<file path="src/rtl/pipe_ctrl_pkg.sv">
// Shared opcodes, ALU-op encodings and the control bundle for the pipelined main-control unit.
package pipe_ctrl_pkg;

    localparam logic [5:0] OP_RTYPE = 6'b000000;
    localparam logic [5:0] OP_ADDI  = 6'b001000;
    localparam logic [5:0] OP_LW    = 6'b100011;
    localparam logic [5:0] OP_SW    = 6'b101011;
    localparam logic [5:0] OP_BEQ   = 6'b000100;
    localparam logic [5:0] OP_J     = 6'b000010;

    localparam logic [1:0] ALUOP_ADD   = 2'b00;
    localparam logic [1:0] ALUOP_SUB   = 2'b01;
    localparam logic [1:0] ALUOP_FUNCT = 2'b10;

    typedef struct packed {
        logic       reg_dst;
        logic       alu_src;
        logic       mem_to_reg;
        logic       reg_write;
        logic       mem_read;
        logic       mem_write;
        logic       branch;
        logic       jump;
        logic [1:0] alu_op;
    } ctrl_t;

endpackage

</file>
<file path="src/rtl/pipe_ctrl_unit_hazard.sv">
// Combinational load-use and branch-operand stall detection; register $0 never matches.
module pipe_ctrl_unit_hazard #(
    parameter int REG_AW = 5
) (
    input  logic              id_is_beq,
    input  logic              id_reads_rt,
    input  logic [REG_AW-1:0] rs,
    input  logic [REG_AW-1:0] rt,
    input  logic              ex_mem_read,
    input  logic              ex_reg_write,
    input  logic [REG_AW-1:0] ex_wr_reg,
    input  logic              mem_mem_read,
    input  logic [REG_AW-1:0] mem_wr_reg,
    output logic              stall
);

    logic load_use;
    logic rs_dep;
    logic rt_dep;

    assign load_use = ex_mem_read && (ex_wr_reg != '0) &&
                      ((ex_wr_reg == rs) || (id_reads_rt && (ex_wr_reg == rt)));

    // beq resolves in ID, so it must wait for ALU results in EX and load data in MEM.
    assign rs_dep = (rs != '0) && ((ex_reg_write && (ex_wr_reg == rs)) ||
                                   (mem_mem_read && (mem_wr_reg == rs)));
    assign rt_dep = (rt != '0) && ((ex_reg_write && (ex_wr_reg == rt)) ||
                                   (mem_mem_read && (mem_wr_reg == rt)));

    assign stall = load_use || (id_is_beq && (rs_dep || rt_dep));

endmodule

</file>
<file path="src/rtl/pipe_ctrl_unit.sv">
// Pipelined MIPS main control: ID decode, ID/EX-EX/MEM-MEM/WB control registers, hazard bubbles.
// Optional STALL_CNT_EN adds a saturating stall-cycle counter on stall_cnt_o.
module pipe_ctrl_unit
    import pipe_ctrl_pkg::*;
#(
    parameter int OP_W    = 6,
    parameter int REG_AW  = 5,
    parameter int ALUOP_W = 2,
    parameter int CNT_W   = 32
) (
    input  logic               clk_i,
    input  logic               rst_i,
    input  logic [OP_W-1:0]    op_i,
    input  logic [REG_AW-1:0]  rs_i,
    input  logic [REG_AW-1:0]  rt_i,
    input  logic [REG_AW-1:0]  rd_i,
    input  logic               id_flush_i,
    output logic               stall_o,
    output logic               branch_o,
    output logic               jump_o,
    output logic               illegal_o,
    output logic               ex_alu_src_o,
    output logic [ALUOP_W-1:0] ex_alu_op_o,
    output logic               ex_reg_write_o,
    output logic [REG_AW-1:0]  ex_wr_reg_o,
    output logic               mem_mem_read_o,
    output logic               mem_mem_write_o,
    output logic               mem_reg_write_o,
    output logic [REG_AW-1:0]  mem_wr_reg_o,
    output logic               wb_reg_write_o,
    output logic               wb_mem_to_reg_o,
`ifdef STALL_CNT_EN
    output logic [CNT_W-1:0]   stall_cnt_o,
`endif
    output logic [REG_AW-1:0]  wb_wr_reg_o
);

    ctrl_t             id_ctrl;
    logic              id_illegal;
    logic              id_reads_rt;
    logic [REG_AW-1:0] id_dst;
    logic              stall;

    ctrl_t             ex_ctrl,  mem_ctrl,  wb_ctrl;
    logic [REG_AW-1:0] ex_dst,   mem_dst,   wb_dst;

    always_comb begin
        id_ctrl     = '0;
        id_illegal  = 1'b0;
        id_reads_rt = 1'b0;
        case (op_i)
            OP_W'(OP_RTYPE): begin
                id_ctrl.reg_dst   = 1'b1;
                id_ctrl.reg_write = 1'b1;
                id_ctrl.alu_op    = ALUOP_FUNCT;
                id_reads_rt       = 1'b1;
            end
            OP_W'(OP_ADDI): begin
                id_ctrl.alu_src   = 1'b1;
                id_ctrl.reg_write = 1'b1;
                id_ctrl.alu_op    = ALUOP_ADD;
            end
            OP_W'(OP_LW): begin
                id_ctrl.alu_src    = 1'b1;
                id_ctrl.mem_to_reg = 1'b1;
                id_ctrl.reg_write  = 1'b1;
                id_ctrl.mem_read   = 1'b1;
                id_ctrl.alu_op     = ALUOP_ADD;
            end
            OP_W'(OP_SW): begin
                id_ctrl.alu_src   = 1'b1;
                id_ctrl.mem_write = 1'b1;
                id_ctrl.alu_op    = ALUOP_ADD;
                id_reads_rt       = 1'b1;
            end
            OP_W'(OP_BEQ): begin
                id_ctrl.branch = 1'b1;
                id_ctrl.alu_op = ALUOP_SUB;
                id_reads_rt    = 1'b1;
            end
            OP_W'(OP_J): begin
                id_ctrl.jump = 1'b1;
            end
            default: id_illegal = 1'b1;
        endcase
    end

    // A zero destination on non-writing instructions keeps them out of every hazard compare.
    assign id_dst = !id_ctrl.reg_write ? '0 : (id_ctrl.reg_dst ? rd_i : rt_i);

    pipe_ctrl_unit_hazard #(.REG_AW(REG_AW)) u_hazard (
        .id_is_beq    (id_ctrl.branch),
        .id_reads_rt  (id_reads_rt),
        .rs           (rs_i),
        .rt           (rt_i),
        .ex_mem_read  (ex_ctrl.mem_read),
        .ex_reg_write (ex_ctrl.reg_write),
        .ex_wr_reg    (ex_dst),
        .mem_mem_read (mem_ctrl.mem_read),
        .mem_wr_reg   (mem_dst),
        .stall        (stall)
    );

    always_ff @(posedge clk_i) begin
        if (rst_i) begin
            ex_ctrl  <= '0;
            ex_dst   <= '0;
            mem_ctrl <= '0;
            mem_dst  <= '0;
            wb_ctrl  <= '0;
            wb_dst   <= '0;
        end else begin
            if (stall || id_flush_i || id_illegal) begin
                ex_ctrl <= '0;
                ex_dst  <= '0;
            end else begin
                ex_ctrl <= id_ctrl;
                ex_dst  <= id_dst;
            end
            mem_ctrl <= ex_ctrl;
            mem_dst  <= ex_dst;
            wb_ctrl  <= mem_ctrl;
            wb_dst   <= mem_dst;
        end
    end

`ifdef STALL_CNT_EN
    logic [CNT_W-1:0] stall_cnt;

    always_ff @(posedge clk_i) begin
        if (rst_i)
            stall_cnt <= '0;
        else if (stall && (stall_cnt != '1))
            stall_cnt <= stall_cnt + CNT_W'(1);
    end

    assign stall_cnt_o = stall_cnt;
`endif

    assign stall_o         = stall;
    assign branch_o        = id_ctrl.branch && !stall && !id_flush_i;
    assign jump_o          = id_ctrl.jump && !stall && !id_flush_i;
    assign illegal_o       = id_illegal;
    assign ex_alu_src_o    = ex_ctrl.alu_src;
    assign ex_alu_op_o     = ALUOP_W'(ex_ctrl.alu_op);
    assign ex_reg_write_o  = ex_ctrl.reg_write;
    assign ex_wr_reg_o     = ex_dst;
    assign mem_mem_read_o  = mem_ctrl.mem_read;
    assign mem_mem_write_o = mem_ctrl.mem_write;
    assign mem_reg_write_o = mem_ctrl.reg_write;
    assign mem_wr_reg_o    = mem_dst;
    assign wb_reg_write_o  = wb_ctrl.reg_write;
    assign wb_mem_to_reg_o = wb_ctrl.mem_to_reg;
    assign wb_wr_reg_o     = wb_dst;

endmodule
</file>
<file path="config.mk">
export PLATFORM = sky130hd
export DESIGN_NAME = pipe_ctrl_unit
export DESIGN_NICKNAME = d
export VERILOG_FILES = /design/src/rtl/pipe_ctrl_pkg.sv /design/src/rtl/pipe_ctrl_unit_hazard.sv /design/src/rtl/pipe_ctrl_unit.sv
export SDC_FILE = /design/constraint.sdc
export NUM_CORES = 1
export LEC_CHECK = 0
export BUFFER_PORTS_ARGS = -buffer_cell sky130_fd_sc_hd__buf_4
export CORE_ASPECT_RATIO = 1.5
export CORE_MARGIN = 4
export CORE_UTILIZATION = 40
export CTS_CLUSTER_SIZE = 12
export DETAILED_ROUTE_END_ITERATION = 10
export GPL_ROUTABILITY_DRIVEN = 0
export MAX_ROUTING_LAYER = met4
export PLACE_DENSITY = 0.69
export SYNTH_ARGS = -nofsm -noshare
export SYNTH_HDL_FRONTEND = slang
export SYNTH_SLANG_ARGS = --single-unit
</file>
<file path="constraint.sdc">
create_clock -name clk_i -period 3.7 [get_ports clk_i]
set_input_delay 0.37 -clock clk_i [delete_from_list [all_inputs] [get_ports clk_i]]
set_output_delay 0.37 -clock clk_i [all_outputs]
set_load 0.005 [all_outputs]
</file>
After elaboration in Yosys (flattened, before gate mapping) --
Index checks and enable logic that the tools add are counted.
Word-level totals: input bits 24, word-level logic and storage cells 67, output and inout bits 28, register bits 26
Cells by class: reductions and logical operators 33, bitwise operators 1, mux-type cells 11, equal/unequal tests 9
Operators with widths (number):
- equality test 5 bit | 4
- nonzero test 5 bit | 3
- logical AND 1 bit | 14
- equality test 6 bit, second input constant | 2
- OR reduction 3 bit | 4
- 2-to-1 mux 1 bit | 9
- logical OR 1 bit | 7
- equality test 6 x 2 -> 1 bit, second input constant | 1
- equality test 6 x 3 -> 1 bit, second input constant | 1
- equality test 6 x 4 -> 1 bit, second input constant | 1
- logical NOT 6 bit | 1
- OR reduction 6 bit | 1
- 2-to-1 mux 5 bit | 1
- case mux 2 bit (2 select lines) | 1
- logical NOT 1 bit | 2
- OR reduction 2 bit | 1
- NOT 1 bit | 1

Logic depth before layout (Yosys ltp) --
Gate-level depths: netlist (run 1).
word-level depth 10, depth in mapped cells 7, depth with buffers taken out 5

Modules after synthesis --
Synthesis (run 1) repeated with hierarchy kept, for this count alone.
Unflattened totals: cells, all modules 130, area, all modules 1217.4 µm²
By module, submodules not included:
- pipe_ctrl_unit | times used 1, cells each 91, seq. area each 520.5 µm², area each 918.4 µm²
- pipe_ctrl_unit_hazard | times used 1, cells each 39, seq. area each 0.0 µm², area each 299.0 µm²

Worst setup path after synthesis (run 1) --
No wires, ideal clock.
kind input to output, start in op_i[3], end out branch_o, stages on the path 7, path buffers 2, setup slack 1.709 ns, required time 3.330 ns, data arrival time 1.621 ns, path through buf_2 > or4_1 > nor2_1 > o2111ai_2 > o211ai_4 > buf_6 > nor4_2
On the way: word-level cells in the longest chain between the ends 10, elaborated cells on any way between the ends 14, those cells by class eq/ne (2); mux (2); reduce/logical (10)
RTL lines:
- start: declaration | RTL line pipe_ctrl_unit.sv:13 | input logic [OP_W-1:0] op_i,
- equality test 6 x 3 -> 1 bit (tied with other cells) | RTL line pipe_ctrl_unit.sv:51 | case (op_i)
- OR reduction 3 bit (no source line)
- 2-to-1 mux 1 bit | RTL line pipe_ctrl_unit.sv:51
- logical AND 1 bit | RTL line pipe_ctrl_unit_hazard.sv:22 | ((ex_wr_reg == rs) || (id_reads_rt && (ex_wr_reg == rt)));
- logical OR 1 bit | RTL line pipe_ctrl_unit_hazard.sv:22
- logical AND 1 bit | RTL line pipe_ctrl_unit_hazard.sv:21 | assign load_use = ex_mem_read && (ex_wr_reg != '0) &&
- logical OR 1 bit | RTL line pipe_ctrl_unit_hazard.sv:30 | assign stall = load_use || (id_is_beq && (rs_dep || rt_dep));
- logical NOT 1 bit | RTL line pipe_ctrl_unit.sv:141 | assign branch_o = id_ctrl.branch && !stall && !id_flush_i;
- logical AND 1 bit (*) (2 in a row) | RTL line pipe_ctrl_unit.sv:141
- end: declaration | RTL line pipe_ctrl_unit.sv:19 | output logic branch_o,
Every way passes the cells marked *; elsewhere a longest branch is shown, timed or not.

Worst setup path in the final report (run 1) --
start reg ex_dst[0] (netlist: ex_wr_reg_o[0]), end out jump_o
On the way: word-level cells in the longest chain between the ends 10, elaborated cells on any way between the ends 19, those cells by class eq/ne (2); reduce/logical (17)
RTL lines:
- start: declaration | RTL line pipe_ctrl_unit.sv:45 | logic [REG_AW-1:0] ex_dst, mem_dst, wb_dst;
- start signal: assignment | RTL line pipe_ctrl_unit.sv:118 | ex_dst <= id_dst;
- equality test 5 bit (on tied branches) | RTL line pipe_ctrl_unit_hazard.sv:22, pipe_ctrl_unit_hazard.sv:25, pipe_ctrl_unit_hazard.sv:27
- logical AND 1 bit (on tied branches) | RTL line pipe_ctrl_unit_hazard.sv:25, pipe_ctrl_unit_hazard.sv:27
- logical OR 1 bit (on tied branches) | RTL line pipe_ctrl_unit_hazard.sv:25, pipe_ctrl_unit_hazard.sv:27
- logical AND 1 bit (on tied branches) | RTL line pipe_ctrl_unit_hazard.sv:25, pipe_ctrl_unit_hazard.sv:27
- logical OR 1 bit | RTL line pipe_ctrl_unit_hazard.sv:30
- logical AND 1 bit | RTL line pipe_ctrl_unit_hazard.sv:30
- logical OR 1 bit (*) | RTL line pipe_ctrl_unit_hazard.sv:30
- logical NOT 1 bit (*) | RTL line pipe_ctrl_unit.sv:142 | assign jump_o = id_ctrl.jump && !stall && !id_flush_i;
- logical AND 1 bit (*) (2 in a row) | RTL line pipe_ctrl_unit.sv:142
- end: declaration | RTL line pipe_ctrl_unit.sv:20 | output logic jump_o,
Marked as above.

==> results by group, run 1 <==
Synthesis
  • Flops & latches, synth: 26
  • Sequential-to-total area share from yosys stat: 41.7%
  • Largest family of logic cells by synthesized area: simple AND/OR/NAND/NOR gates
  • Mux contribution to synthesized area: 4.01%
  • Synth area leader: dfxtp_1
  • Synth Area in Compound Gates: 6.61%
  • Ys Warns: 0
  • Synth top area share: 41.7%
  • Synth area leaders: dfxtp_1 (42%), xor2_1 (8.4%), nor2b_1 (7.5%)
  • Cell count after synthesis: 129
  • Most common cell in the netlist: dfxtp_1
  • Top cells by count, synth: dfxtp_1 (26), nor2b_1 (15), xor2_1 (12)
  • Synth Area in Simple Gates: 29.8%
  • Synth Area in XOR/XNOR: 14.0%
  • Avg Cell Area, Syn: 9.68 sq um
  • Most used flip-flop cell after synthesis: dfxtp_1
  • Mapped Area: 1250 sq um
  • Synth async-reset ratio: 0%
  • Number of synthesized flops with an enable pin: 0
  • Yosys cell types: 34
  • Post-synthesis adder-cell area fraction: 0.802%
  • Syn Nets: 153

Power
  • Pwr per Cell Area: 332 nW/um^2
  • Leak Pwr: 0.737 nW
  • VDD IR max: 0.252 mV

Critical path
  • CP Capture Point: jump_o
  • Worst setup path class: reg -> out
  • Worst Path Arrival: 2180 ps
  • CP Capture Type: output port
  • CP startpoint: ex_wr_reg_o[0]$_SDFF_PP0_
  • Data required time at the worst endpoint: 3330 ps
  • Worst Setup Start Kind: flip-flop
  • Reg2Reg Depth: 5
  • Reg2reg start: ex_wr_reg_o[0]$_SDFF_PP0_
  • CP max FO: 14
  • R2R Path End: ex_wr_reg_o[1]$_SDFF_PP0_
  • Register-to-register setup slack: 1880 ps

Die
  • Io pins: 52
  • Chip height: 76.4 microns
  • Rows: 24
  • Initial core utilization: 42.4%
  • Chip width: 53.6 microns
  • Die Footprint: 4100 sq um
  • Core Area: 2940 sq um

STA
  • Count of final setup violators: 0
  • RSZ-0062 raised after global routing: false
  • Slew @ Worst Pin: 501 ps
  • Slew Limit Fails: 0
  • Rel. slew slack: 66.3%
  • Fmax: 392 MHz
  • Min Clock Period, post-route: 2550 ps
  • Final period util: 68.9%
  • Max Clock Skew: 4.19 ps
  • Final Hold Fails: 0
  • Hold WS: 308 ps
  • Setup TNS: 0 ps

Finish
  • Final Net Count: 204
  • Area growth from synthesis to layout: 37.5%
  • Cell Count, Final, Fillers Out: 218
  • Finished Core Util: 58.3%
  • Number of diodes: 0
  • Post-route cell area: 1720 sq um
  • Layout cells sized above 1: 34.1%

Detailed routing
  • # DRC: 0
  • DR iter-0 viols: 33
  • Vias: 1105
  • Final wirelength: 3.04 mm
  • Post-DR vias/cell: 5.07
  • DRT Pass-1 Iters: 4
  • Average wire per standard cell: 13.9 microns
  • Final ANT Viol Nets: 0

CTS
  • Clk_lat worst skew: 270 ps
  • Clk slew on worst S/H paths: 80 ps
  • Setup bufs post-CTS: 0
  • Total CTS buffers: 3
  • Hold Buf Count CTS: 0
  • # clock sinks: 26
  • H-tree levels: 1
  • Root Buffer: clkbuf_8
  • TritonCTS clock tree: yes
  • Post-cts resize count: 0
  • Clock Tree Buf Depth: 2

Job
  • Max-cap violations: 0

Place
  • Dpl cells: 214
  • Area post-placement: 1650 sq um
  • IO Port Bufs: 51
  • Detailed placement HPWL: 2.44 mm

Hold path
  • Hold Path Class: in -> reg

GRT
  • Grt ovf: 0
  • First-pass GRT wire length: 5.01 mm
  • Initial antenna violation count: 0
  • Via count of the first global-routing pass: 1143
  • Largest net degree at the start of global routing: 19
  • Total Routing Usage GR: 16.5%

Run status
  • Status: completed
==> how the worst min path moves through the flow <==
| stage | slack, ps | depth (start not counted) | end | startpoint |
|---|---|---|---|---|
| 2_1_floorplan | 410 | 1 | mem_mem_write_o$_SDFF_PP0_ | ex_ctrl[4]$_SDFF_PP0_ |
| 3_3_place_gp | 420 | 1 | mem_mem_write_o$_SDFF_PP0_ | ex_ctrl[4]$_SDFF_PP0_ |
| 3_5_place_dp | 430 | 1 | mem_mem_write_o$_SDFF_PP0_ | ex_ctrl[4]$_SDFF_PP0_ |
| 4_1_cts | 310 | 2 | ex_alu_op_o[1]$_SDFF_PP0_ | id_flush_i |
| 5_1_grt | 310 | 2 | ex_alu_op_o[1]$_SDFF_PP0_ | id_flush_i |
| 6_report | 310 | 2 | ex_alu_op_o[1]$_SDFF_PP0_ | id_flush_i |
==> flip-flops by register name (all words and copies together) (netlist names), 2 cells and up <==
name          count
mem_wr_reg_o      5
ex_wr_reg_o       5
wb_wr_reg_o       5
ex_ctrl           2
ex_alu_op_o       2
==> through the flow <==
stage               power [mW]  setup slack, ps
floorplan                0.311             1710
global placement         0.345             1320
detailed placement       0.346             1330
CTS                      0.575             1130
global route             0.590              986
finish                   0.569             1150
==> critical path: stages (launching register included) <==
cell,delay (ps)
dfxtp_1,370
or4_1,550
o21a_1,220
o2111ai_2,110
o211ai_4,200
nor4_1,300
buf_4,160
==> cells by family after synthesis <==
family          after synthesis
flops                        26
compound gates                9
mux                           5
xor+xnor                     20
buf+inv                       6
fa+ha+maj                     1
simple gates                 62
==> metal layers <==
metal	GRT usage, %	wire [microns]	vias to the layer above
met2	28.9	1600	47
met5	-	0	-
met1	17.4	1150	499
li1	-	-	554
met4	9.72	79	0
met3	0.587	214	5
==> power by group <==
| group | switching, mW | internal (mW) | leakage (nW) | total, mW |
|---|---|---|---|---|
| registers | 0.000863 | 0.280 | 0.209 | 0.281 |
| clock network | 0.0845 | 0.145 | 0.0357 | 0.229 |
| logic | 0.0290 | 0.0299 | 0.492 | 0.0588 |
| total | 0.114 | 0.455 | 0.737 | 0.569 |
==> placed cells by master (no fill, tap or decap), drive strengths merged <==
| cell type | instances |
|---|---|
| or4 | 5 |
| nand4 | 2 |
| o2111ai | 1 |
| o21a | 1 |
| and3 | 2 |
| a21oi | 1 |
| inv | 1 |
| nor2 | 7 |
| mux2i | 5 |
| dfxtp | 26 |
| or2 | 1 |
| o32ai | 1 |
| nor4b | 2 |
| o2bb2a | 1 |
| nand2b | 2 |
| buf | 51 |
| or3 | 1 |
| xnor2 | 8 |
| xor2 | 12 |
| maj3 | 1 |
| nand2 | 5 |
| bufinv | 1 |
| nor3 | 10 |
| clkbuf | 3 |
| nor4 | 5 |
| o211ai | 1 |
| nor2b | 15 |
| o21ai | 3 |
| nand3 | 5 |
==> layout make-up <==
class                   count  area [sq um]
well taps                  39          48.8
inverters                   1          3.75
clock inverters             1          30.0
flip-flops and latches     26           520
fillers                   271          1230
repair buffers             51           383
multi-input cells          97           689
clock buffers               3          41.3
Power figures use the tool's default switching activity.
==> inputs of run 2 (changes only) <==
- PLACE_DENSITY: 0.69 -> 0.71
- clock period: 3.7 -> 2.1 ns (I/O delays scaled with it)
==> run 2 against run 1 <==
The flow now finishes with violations (negative setup slack). Global-route usage grew 0.35 points. Via count grew 4.2%. Non-clock buffer count grew 5. Core utilization grew 2.3 points.
==> results by group, run 2 (synthesis results as in run 1) <==
Critical path
  • Reg2reg start: ex_wr_reg_o[0]$_SDFF_PP0_
  • Worst Path Arrival: 1940 ps
  • CP peak stage delay: 510 ps
  • Worst setup path class: reg -> out
  • CP cell instances: or4_1, o21a_1, nand4_1, o211ai_4, or2_4, buf_6
  • Slowest CP cell: or4_1
  • CP Capture Type: output port
  • CP max FO: 4
  • Worst Setup Start Kind: flip-flop
  • Data required time at the worst endpoint: 1890 ps
  • CP startpoint: ex_wr_reg_o[0]$_SDFF_PP0_

STA
  • Final Hold Fails: 0
  • Count of final setup violators: 1
  • RSZ-0062 raised after global routing: true
  • Rel. slew slack: 65.3%
  • Final period util: 102%
  • Slew Limit Fails: 0
  • Fmax: 466 MHz
  • PnR worst setup slack: -47.2 ps
  • Min Clock Period, post-route: 2150 ps
  • Max Clock Skew: 1.04 ps
  • Slew @ Worst Pin: 516 ps

CTS
  • H-tree levels: 1
  • Total CTS buffers: 3
  • Hold Buf Count CTS: 0
  • Clock Tree Buf Depth: 2
  • Clk_lat worst skew: 260 ps
  • # clock sinks: 26
  • TritonCTS clock tree: yes
  • Root Buffer: clkbuf_8
  • Clk slew on worst S/H paths: 80 ps

Die
  • Die Footprint: 4100 sq um
  • Io pins: 52
  • Initial core utilization: 42.4%
  • Chip width: 53.6 microns
  • Chip height: 76.4 microns
  • Core Area: 2940 sq um
  • Rows: 24

Detailed routing
  • Final ANT Viol Nets: 0
  • DR iter-0 viols: 9
  • Final wirelength: 3.18 mm
  • Post-DR vias/cell: 5.16
  • DRT Pass-1 Iters: 4
  • Vias: 1151
  • # DRC: 0
  • Average wire per standard cell: 14.2 microns

Finish
  • Layout cells sized above 1: 38.6%
  • Fillcell total: 262
  • Final Net Count: 209
  • Commonest non-fill, non-tap cell in the layout: buf_4
  • Number of diodes: 0
  • Area growth from synthesis to layout: 43.0%
  • Most frequent cells in the layout: buf_4 (55), dfxtp_1 (24), nor2b_1 (15), xor2_1 (12)

Hold path
  • Hold Path Class: in -> reg
  • Worst min-delay path startpoint: id_flush_i

GRT
  • Initial antenna violation count: 0
  • Total Routing Usage GR: 16.9%
  • First-pass GRT wire length: 5.06 mm
  • Via count of the first global-routing pass: 1128
  • Grt ovf: 0
  • Largest net degree at the start of global routing: 19

Place
  • DP Worst Slack: 108 ps
  • IO Port Bufs: 51
  • Detailed placement HPWL: 2.54 mm

Power
  • Power consumption: 1.00 mW
  • Leak Pwr: 0.766 nW
  • Pwr per Cell Area: 561 nW/um^2
  • VDD IR max: 0.265 mV

Run status
  • Status: finished with violations
  • Failing checks: negative setup slack

Job
  • Max-cap violations: 0
## run 2: cell types whose count changed in the layout (fill, tap and decap cells not counted), sizes merged
cell	change
buf	+5
## run 2: area by class of cell
cell class | count | area, sq um | area share, %
Multi-Input combinational cell | 97 | 714 | 40.0
Sequential cell | 26 | 523 | 29.3
Timing Repair Buffer | 56 | 424 | 23.8
Tap cell | 39 | 48.8 | 2.73
Clock buffer | 3 | 41.3 | 2.31
Clock inverter | 1 | 30.0 | 1.68
Inverter | 1 | 3.75 | 0.210
## run 2: critical path, delay by kind of cell (launching register included)
| kind | cells | cell delay, ps |
|---|---|---|
| AO/OA/AOI/OAI | 2 | 330 |
| buffers and inverters | 1 | 110 |
| flip-flops | 1 | 320 |
| AND/OR/NAND/NOR | 3 | 900 |
## run 2: what timing repair did
| item | CTS | global route |
|---|---|---|
| endpoints found under the hold margin | 0 | 0 |
| cloned | 0 | 0 |
| setup buffers | 2 | 0 |
| resized for setup | 6 | 2 |
| pin swaps | 3 | 1 |
| setup endpoints to repair | 3 | 3 |
## run 2: worst paths after layout
kind,cells after the start,to,slack [ps]
setup / recovery,6,stall_o,-50
hold / removal,2,ex_alu_op_o[1]$_SDFF_PP0_,150
setup reg to reg,7,ex_wr_reg_o[1]$_SDFF_PP0_,130
hold reg to reg,1,mem_mem_write_o$_SDFF_PP0_,460
## run 2: power breakdown
group | leakage [nW] | internal [mW] | switching [mW]
logic | 0.520 | 0.0541 | 0.0532
registers | 0.210 | 0.494 | 0.00139
clock network | 0.0357 | 0.255 | 0.144
## run 2: metrics by stage
| step | instances | cell area (sq um) | setup TNS [ps] | utilization [%] | hold slack (ps) |
|---|---|---|---|---|---|
| after detailed placement | 217 | 1670 | 0 | 56.7 | 430 |
| final | 223 | 1790 | -47.2 | 60.7 | 145 |
| after floorplan | 129 | 1250 | 0 | - | 282 |
| after global placement | 217 | 1670 | 0 | 56.7 | 420 |
| after global routing | 223 | 1790 | -224 | 60.7 | 147 |
| after CTS | 223 | 1770 | -111 | 60.2 | 139 |
## run 2: per-layer routing
layer,share of wire [%],track usage [%],up-vias
li1,-,-,563
met1,38,18.5,530
met2,51,28.6,52
met3,9.0,3.13,6
met4,2.0,6.91,0
met5,0,-,-
==> inputs of run 3 (changes only) <==
- ABC_AREA: unset -> 1
- PLACE_DENSITY: 0.71 -> 0.7
==> run 3 against run 2 <==
The flow now finishes without violations. Maximum frequency increased by 14%. Sequential share of layout area decreased by 0.082 points. Clock skew grew 3.5 ps. Largest power group unchanged.
==> results by group, run 3 <==
Critical path
  • Slowest CP cell: dfxtp_2
  • Reg2reg start: ex_wr_reg_o[1]$_SDFF_PP0_
  • CP startpoint: ex_wr_reg_o[3]$_SDFF_PP0_
  • Register-to-register setup slack: 660 ps
  • Worst setup path class: reg -> out
  • Crit path max-delay family: simple AND/OR/NAND/NOR gates
  • CP Capture Type: output port
  • CP cell instances: inv_1, nand2_1, nand2_1, nor2_1, nand4_1, nand2_1, nand2_1, nand2_1, nand2_2, nand3_1, nor2_1, buf_4
  • Worst Path Arrival: 1680 ps
  • Data required time at the worst endpoint: 1890 ps
  • R2R Path End: ex_alu_op_o[0]$_SDFF_PP0_
  • Reg2Reg Depth: 10
  • CP peak stage delay: 370 ps
  • Most used cell, CP: nand2_1
  • Worst Setup Start Kind: flip-flop
  • CP Buf/Inv Count: 2
  • CP max FO: 4
  • Crit path depth: 12
  • CP Capture Point: branch_o

GRT
  • Largest net degree at the start of global routing: 18
  • Initial antenna violation count: 0
  • Grt ovf: 0
  • Total Routing Usage GR: 16.6%
  • Via count of the first global-routing pass: 1190
  • First-pass GRT wire length: 5.13 mm

Hold path
  • Hold Path Class: in -> reg
  • Worst min-delay path startpoint: rst_i
  • WHS Path Cells: 2

Die
  • Core Area: 3160 sq um
  • Chip height: 78.4 microns
  • Rows: 25
  • Io pins: 52
  • Initial core utilization: 41.8%
  • Chip width: 54.9 microns
  • Die Footprint: 4300 sq um

Finish
  • Fillcell total: 337
  • Post-route cell area: 1790 sq um
  • Area growth from synthesis to layout: 35.6%
  • Final Net Count: 272
  • Most frequent cells in the layout: buf_4 (51), nor2_1 (46), nand2_1 (37), inv_1 (36), dfxtp_1 (24)
  • Area of the multi-input gates: 641 sq um
  • Register Area: 523 sq um
  • Commonest non-fill, non-tap cell in the layout: buf_4
  • Number of diodes: 0
  • Layout cells sized above 1: 28.3%

Detailed routing
  • DRT Pass-1 Iters: 4
  • Post-DR vias/cell: 4.52
  • DR iter-0 viols: 22
  • Final wirelength: 3.14 mm
  • Average wire per standard cell: 11.0 microns
  • Vias: 1298
  • Final ANT Viol Nets: 0
  • # DRC: 0

Synthesis
  • Synth async-reset ratio: 0%
  • Cell count after synthesis: 196
  • Syn Nets: 220
  • Synth area leaders: dfxtp_1 (39%), nor2_1 (13%), nand2_1 (11%)
  • Synth area leader: dfxtp_1
  • Avg Cell Area, Syn: 6.73 sq um
  • Yosys cell types: 23
  • Most common cell in the netlist: nor2_1
  • Sequential-to-total area share from yosys stat: 39.4%
  • Top cells by count, synth: nor2_1 (46), nand2_1 (38), inv_1 (36)
  • Synth top area share: 39.4%
  • Ys Warns: 0
  • Most used flip-flop cell after synthesis: dfxtp_1
  • Number of synthesized flops with an enable pin: 0
  • Mapped Area: 1320 sq um
  • Flops & latches, synth: 26

Power
  • VDD IR max: 0.373 mV
  • Leak Pwr: 0.937 nW
  • Pwr per Cell Area: 512 nW/um^2

STA
  • Slew @ Worst Pin: 254 ps
  • Setup TNS: 0 ps
  • Min Clock Period, post-route: 1890 ps
  • RSZ-0062 raised after global routing: false
  • Final period util: 90.1%
  • Fmax: 529 MHz
  • Max Clock Skew: 4.53 ps
  • Final Hold Fails: 0
  • Slew Limit Fails: 0
  • Count of final setup violators: 0
  • Rel. slew slack: 83.1%

CTS
  • TritonCTS clock tree: yes
  • # clock sinks: 26
  • Clk_lat worst skew: 270 ps
  • Hold Buf Count CTS: 0
  • Setup bufs post-CTS: 0
  • H-tree levels: 1
  • Clk slew on worst S/H paths: 90 ps
  • Total CTS buffers: 3
  • Root Buffer: clkbuf_8
  • Clock Tree Buf Depth: 2

Place
  • Area post-placement: 1730 sq um
  • Detailed placement HPWL: 2.54 mm
  • IO Port Bufs: 51

Job
  • Max-cap violations: 0

Run status
  • Status: completed
==> run 3: logic make-up after synthesis <==
kind of cell,Yosys count,synth area share [%]
and+or+nand+nor,111,37.7
buffers and inverters,41,12.2
DFF,26,39.4
muxes,5,4.27
AOI/OAI and AO/OA,8,3.03
xor gates and xnor gates,5,3.32
==> run 3: worst reg2reg max path, delay by kind of cell (launching register included) <==
kind          cells  cell delay, ps
buf+inv           1              90
flops             1             400
simple gates      9             820
==> run 3: worst min path at each step <==
stage | end
final | wb_wr_reg_o[4]$_SDFF_PP0_
after global routing | mem_mem_write_o$_SDFF_PP0_
after CTS | wb_wr_reg_o[4]$_SDFF_PP0_
after detailed placement | mem_mem_write_o$_SDFF_PP0_
after global placement | mem_mem_write_o$_SDFF_PP0_
after floorplan | mem_mem_write_o$_SDFF_PP0_
==> run 3: per-layer routing <==
layer	GRT usage, %	up-vias	part of all wire, %
met5	-	-	0
met2	27.6	36	52
li1	-	696	-
met1	18.8	560	40
met3	1.90	6	5.4
met4	8.27	0	2.8
==> run 3: area by class of cell <==
type	count	share of cell area [%]
multi-input combinational	129	35.8
tap	40	2.80
inverter	37	7.76
sequential	26	29.2
timing repair buffer	51	21.4
clock buffer	4	3.07
==> run 3: per-stage QoR <==
stage	total power, mW	cells	setup slack (ps)	hold WS, ps	utilization (%)
after floorplan	0.558	196	709	388	-
after global placement	0.613	283	402	397	54.8
after detailed placement	0.613	283	388	399	54.8
after CTS	0.927	287	81.2	248	56.5
after global routing	0.961	287	2.45	258	56.7
final	0.916	287	208	248	56.7
==> run 3: what timing repair did <==
action                     4_1_cts  5_1_grt
hold endpoints to repair         0        0
setup endpoints to repair        0        2
gates resized for setup          0        3
==> run 3: report_power, final <==
group	internal [mW]	leakage (nW)	switching, mW
logic	0.0530	0.697	0.0532
registers	0.494	0.210	0.00143
clock network	0.167	0.0288	0.148
total	0.714	0.937	0.202
